<file path="src/rtl/psum_deskew_unloader.sv">
// Deskews the per-column south psums of the PE array into aligned N_COLS-wide vectors and buffers them in a FIFO.
// Latency: lane 0 in cycle t -> out_valid in cycle t+N_COLS. Backpressure: none toward the array; vectors arriving at a full FIFO are dropped (sticky overflow).
// Optional feature: define PSUM_DESKEW_RELU_EN to zero any lane with its sign bit set at the FIFO write point.
module psum_deskew_unloader #(
    parameter int DATA_WIDTH = 32,
    parameter int N_COLS     = 4,
    parameter int FIFO_DEPTH = 8
) (
    input  logic                               clk,
    input  logic                               rst_n,
    input  logic                               clear,
    input  logic [N_COLS*DATA_WIDTH-1:0]       col_psum_in,
    input  logic [N_COLS-1:0]                  col_valid_in,
    output logic [N_COLS*DATA_WIDTH-1:0]       out_data,
    output logic                               out_valid,
    input  logic                               out_ready,
    output logic [$clog2(FIFO_DEPTH+1)-1:0]    fifo_count,
    output logic                               almost_full,
    output logic                               overflow,
    output logic                               align_err
);

    localparam int PW = $clog2(FIFO_DEPTH);
    localparam int CW = $clog2(FIFO_DEPTH+1);
    localparam int VW = N_COLS*DATA_WIDTH;

    logic                  al_vld [N_COLS];
    logic [DATA_WIDTH-1:0] al_dat [N_COLS];

    // Lane c is delayed N_COLS-1-c cycles so every lane meets the last column.
    for (genvar c = 0; c < N_COLS; c++) begin : g_lane
        if (c == N_COLS-1) begin : g_direct
            assign al_vld[c] = col_valid_in[c];
            assign al_dat[c] = col_psum_in[c*DATA_WIDTH +: DATA_WIDTH];
        end else begin : g_delay
            localparam int D = N_COLS-1-c;
            logic                  sv [D];
            logic [DATA_WIDTH-1:0] sd [D];

            always_ff @(posedge clk or negedge rst_n) begin
                if (!rst_n) begin
                    for (int i = 0; i < D; i++) begin
                        sv[i] <= 1'b0;
                        sd[i] <= '0;
                    end
                end else if (clear) begin
                    for (int i = 0; i < D; i++) begin
                        sv[i] <= 1'b0;
                        sd[i] <= '0;
                    end
                end else begin
                    sv[0] <= col_valid_in[c];
                    sd[0] <= col_psum_in[c*DATA_WIDTH +: DATA_WIDTH];
                    for (int i = 1; i < D; i++) begin
                        sv[i] <= sv[i-1];
                        sd[i] <= sd[i-1];
                    end
                end
            end

            assign al_vld[c] = sv[D-1];
            assign al_dat[c] = sd[D-1];
        end
    end

    logic [VW-1:0] wr_vec;
    logic          lane_mis;

    always_comb begin
        wr_vec   = '0;
        lane_mis = 1'b0;
        for (int c = 0; c < N_COLS; c++) begin
            if (al_vld[c]) begin
                wr_vec[c*DATA_WIDTH +: DATA_WIDTH] = al_dat[c];
            end
`ifdef PSUM_DESKEW_RELU_EN
            if (al_dat[c][DATA_WIDTH-1]) begin
                wr_vec[c*DATA_WIDTH +: DATA_WIDTH] = '0;
            end
`endif
            if (al_vld[c] != al_vld[0]) begin
                lane_mis = 1'b1;
            end
        end
    end

    logic [VW-1:0] mem [FIFO_DEPTH];
    logic [PW-1:0] rd_ptr;
    logic [PW-1:0] wr_ptr;
    logic [CW-1:0] count;
    logic          full;
    logic          wr_req;
    logic          wr_en;
    logic          rd_en;

    assign wr_req = al_vld[0];
    assign full   = (count == CW'(FIFO_DEPTH));
    assign rd_en  = out_valid & out_ready;
    // A read in the same cycle frees the slot the write needs, even at full.
    assign wr_en  = wr_req & (~full | rd_en);

    always_ff @(posedge clk) begin
        if (wr_en && !clear) begin
            mem[wr_ptr] <= wr_vec;
        end
    end

    always_ff @(posedge clk or negedge rst_n) begin
        if (!rst_n) begin
            rd_ptr    <= '0;
            wr_ptr    <= '0;
            count     <= '0;
            overflow  <= 1'b0;
            align_err <= 1'b0;
        end else if (clear) begin
            rd_ptr    <= '0;
            wr_ptr    <= '0;
            count     <= '0;
            overflow  <= 1'b0;
            align_err <= 1'b0;
        end else begin
            if (wr_en) wr_ptr <= wr_ptr + PW'(1);
            if (rd_en) rd_ptr <= rd_ptr + PW'(1);
            case ({wr_en, rd_en})
                2'b10:   count <= count + CW'(1);
                2'b01:   count <= count - CW'(1);
                default: count <= count;
            endcase
            overflow  <= overflow | (wr_req & full & ~rd_en);
            align_err <= align_err | lane_mis;
        end
    end

    assign out_valid   = (count != '0);
    assign out_data    = out_valid ? mem[rd_ptr] : '0;
    assign fifo_count  = count;
    assign almost_full = (count >= CW'(FIFO_DEPTH - N_COLS));

endmodule

</file>
<file path="config.mk">
export PLATFORM = sky130hd
export DESIGN_NAME = psum_deskew_unloader
export DESIGN_NICKNAME = d
export VERILOG_FILES = /design/src/rtl/psum_deskew_unloader.sv
export SDC_FILE = /design/constraint.sdc
export NUM_CORES = 1
export LEC_CHECK = 0
export ABC_CLOCK_PERIOD_IN_PS = 19200
export CORE_MARGIN = 3
export CORE_UTILIZATION = 33
export CTS_BUF_LIST = sky130_fd_sc_hd__clkbuf_8
export CTS_CLUSTER_SIZE = 8
export DETAILED_ROUTE_END_ITERATION = 8
export GPL_TIMING_DRIVEN = 0
export SLEW_MARGIN = 40
export SYNTH_ARGS = -nofsm -noshare
export SYNTH_HDL_FRONTEND = slang
export SYNTH_SLANG_ARGS = --single-unit
</file>
<file path="constraint.sdc">
create_clock -name clk -period 19.2 [get_ports clk]
set_clock_uncertainty 0.1 [all_clocks]
set_input_delay 5.76 -clock clk [delete_from_list [all_inputs] [get_ports clk]]
set_output_delay 5.76 -clock clk [all_outputs]
set_load 0.005 [all_outputs]
</file>
==> out/results.ini <==
[die]
die_h_um=382
die_w_um=382
io_pins=272
core_area_um2=140000
initial_core_util_pct=33.3
core.rowCount=137
die_area_um2=146000

[synthesis]
syn-num-nets=2410
synth_edf_count=1024
synthCells=2270
synth_ff_type=edfxtp_1
syn_area_um2=46600
synthDistinctLibCells=38
ys_async_sr_fraction_pct=17.0
synth-warning-count=0
ys_ff_latch=1234
syn_area_per_cell_um2=20.5
ys_seq_area_share_pct=77.3

[layout]
final_common_cell=edfxtp_1
fill_cells=12537
area_growth_pct=23.0
postLayoutCellArea_um2=57300
fin_nets=3049
drive_gt1_share_pct=24.1
layout_common_cells=edfxtp_1 (1024), clkdlybuf4s50_1 (268), mux4_2 (256), clkbuf_8 (218), dfrtp_1 (210)

[timing]
period_needed_ps=10140
finalSetupViolCount=0
worstMarginPinSlew_ps=828
hold_viol_final=0
max_slew_margin_pct=44.8
max_freq_ghz=0.0986
finalCritPeriodShare_pct=52.8
hold_ws_ps=358
finalMaxSlewViolations=0
grt_setup_unrepaired=false

[setup_path]
cp.required_ps=13340
cp_top_family=buffers and inverters
critPathKind=flip-flop to primary output
startpoint=rd_ptr[1]$_DFFE_PN0P_
cp_data_arrival_time_ps=4280
critPathMaxStageDelay_ps=680
start_kind=flip-flop
r2r_start=wr_req$_DFF_PN0_
crit_path_cell_trace=clkbuf_1, buf_2, clkbuf_1, mux4_2, mux2i_1, nor2_1, clkdlybuf4s50_1
path_max_fanout=10
critPathMostFrequentCell=clkbuf_1
worst-path-buf-inv=4
critPathCaptureType=primary output
crit_path_top_delay_cell=clkbuf_1

[route]
drt_iter0_markers=1797
wl_per_cell_um=22.8
via_count=23182
dr.pass1.iters=5
ant_nets=0
routed_via_density=4.68
drt-total-wl_um=113000
route.detailed.drc=0

[placed_design]
globalplace.congestion=0.696
dpl.hpwl_um=77700
portBuffers=269
place_area_um2=53500

[power_and_ir_drop]
p_clk_share_pct=34.8
switching_share_pct=25.8
comb_power_share_pct=16.6
power.leakage_nw=19.8
power.switching_mw=1.55
p_int_mw=4.46
peakVddDrop_uv=58.9
pwr-share-seq_pct=48.5
cellPowerDensity_nw_per_um2=105

[clock_tree]
cts_tree=done
cts.sinks=1234
root_buffer=clkbuf_8
post-cts-setup-buffer-count=0
cts_resized=0
htree_levels=4
cts_buffers=198
insertion_delay_ps=910
cts_buffer_depth=3
postCtsHoldBufs=0
cts.clk_slew.worst_paths_ps=60

[global_route]
grt_first_pass_wirelength_um=166000
antenna_found_initial=2
grt_pass1_vias=24513
grt_max_degree=68
overflow=0
grt_usage_pct=15.6

[hold_path]
hp-start=g_lane[0].g_delay.sd[53]$_DFF_PN0_
hp-class=flip-flop to flip-flop

[outcome]
status=completed

[job]
drv_cap=0

## synth_stat cells (2+ instances only)
| library cell | number | share of area, % |
|---|---|---|
| nor2_1 | 146 | 1.2 |
| nor2b_1 | 200 | 2.7 |
| xor2_1 | 5 | 0.094 |
| ha_1 | 4 | 0.11 |
| a21oi_1 | 6 | 0.064 |
| dfrtp_1 | 210 | 11 |
| nand2_1 | 7 | 0.056 |
| edfxtp_1 | 1024 | 66 |
| xnor2_1 | 2 | 0.038 |
| nor4b_1 | 2 | 0.038 |
| nor3_1 | 4 | 0.043 |
| mux2i_1 | 130 | 2.8 |
| buf_4 | 3 | 0.048 |
| nand3_1 | 2 | 0.021 |
| buf_2 | 29 | 0.31 |
| and2_1 | 128 | 1.7 |
| clkbuf_1 | 77 | 0.62 |
| buf_1 | 16 | 0.13 |
| mux4_2 | 256 | 12 |
## routing by layer
layer  track usage [%]  wire (µm)  up-vias
met2              24.5      53600      732
met1              21.6      50600    12131
met3              3.64       6540      146
met5                 0          0        -
met4              4.70       2340        0
li1                  -          -    10173
## cell type report
cell class              instances  area (µm²)  share of cell area, %
flip-flops and latches       1234       36000                   62.9
multi-input cells             908       10100                   17.7
repair buffers                439        4510                   7.88
clock buffers                 218        3000                   5.24
well taps                    1876        2350                   4.10
clock inverters               143         731                   1.28
plain buffers                 126         558                  0.974
diodes                          4        10.0                 0.0175
inverters                       2        7.51                 0.0131
## worst paths after layout
check | to | slack (ps) | depth (start not counted)
max reg2reg | mem[5][91]$_DFFE_PP_ | 15290 | 11
min | al_dat[117]$_DFF_PN0_ | 360 | 1
min reg2reg | al_dat[117]$_DFF_PN0_ | 360 | 1
max in group asynchronous | al_dat[115]$_DFF_PN0_ | 12960 | 4
max | out_data[64] | 9060 | 7
min in group asynchronous | g_lane[1].g_delay.sd[51]$_DFF_PN0_ | 4630 | 1
## worst reg2reg max path, cell delays in order, from the launching register on
cell	delay [ps]
dfrtp_1	410
clkbuf_2	440
o21ai_2	230
nor3_2	620
buf_2	330
buf_2	240
buf_4	210
buf_6	150
buf_2	210
buf_2	250
buf_4	190
buf_4	180
## power by group through the flow
stage	clock network, mW	registers [mW]	logic, mW
finish	2.09	2.92	1.00
CTS	2.16	2.92	1.03
floorplan	0	2.97	0.530
global placement	0	2.97	1.02
detailed placement	0	2.97	1.03
global route	2.28	2.92	1.09
## sequential cells by signal, summed over array words and instances (netlist names), 3 cells and up
name / flops
fifo_count: 4
al_dat: 64
wr_ptr: 3
g_lane.g_delay.sd: 128
g_lane.g_delay.sv: 4
mem: 1024
rd_ptr: 3
## per-stage QoR
| stage | TNS [ps] | utilization, % | worst slack, ps | power [mW] | cells |
|---|---|---|---|---|---|
| final | 0 | 41.0 | 9060 | 6.01 | 4950 |
| after CTS | 0 | 40.9 | 8840 | 6.11 | 4945 |
| after global placement | -4419240 | 36.9 | -8370 | 4.00 | 4415 |
| after detailed placement | 0 | 38.3 | 9560 | 4.00 | 4584 |
| after global routing | 0 | 40.9 | 8900 | 6.28 | 4947 |
| after floorplan | 0 | - | 3290 | 3.50 | 2270 |
## logic make-up after synthesis
| family | synth area share, % |
|---|---|
| simple gates | 5.91 |
| xor+xnor | 0.132 |
| fa+ha+maj | 0.107 |
| buf+inv | 1.15 |
| mux | 15.2 |
| compound gates | 0.212 |
| flops | 77.3 |
No activity file was read; power rests on OpenSTA's default activity.
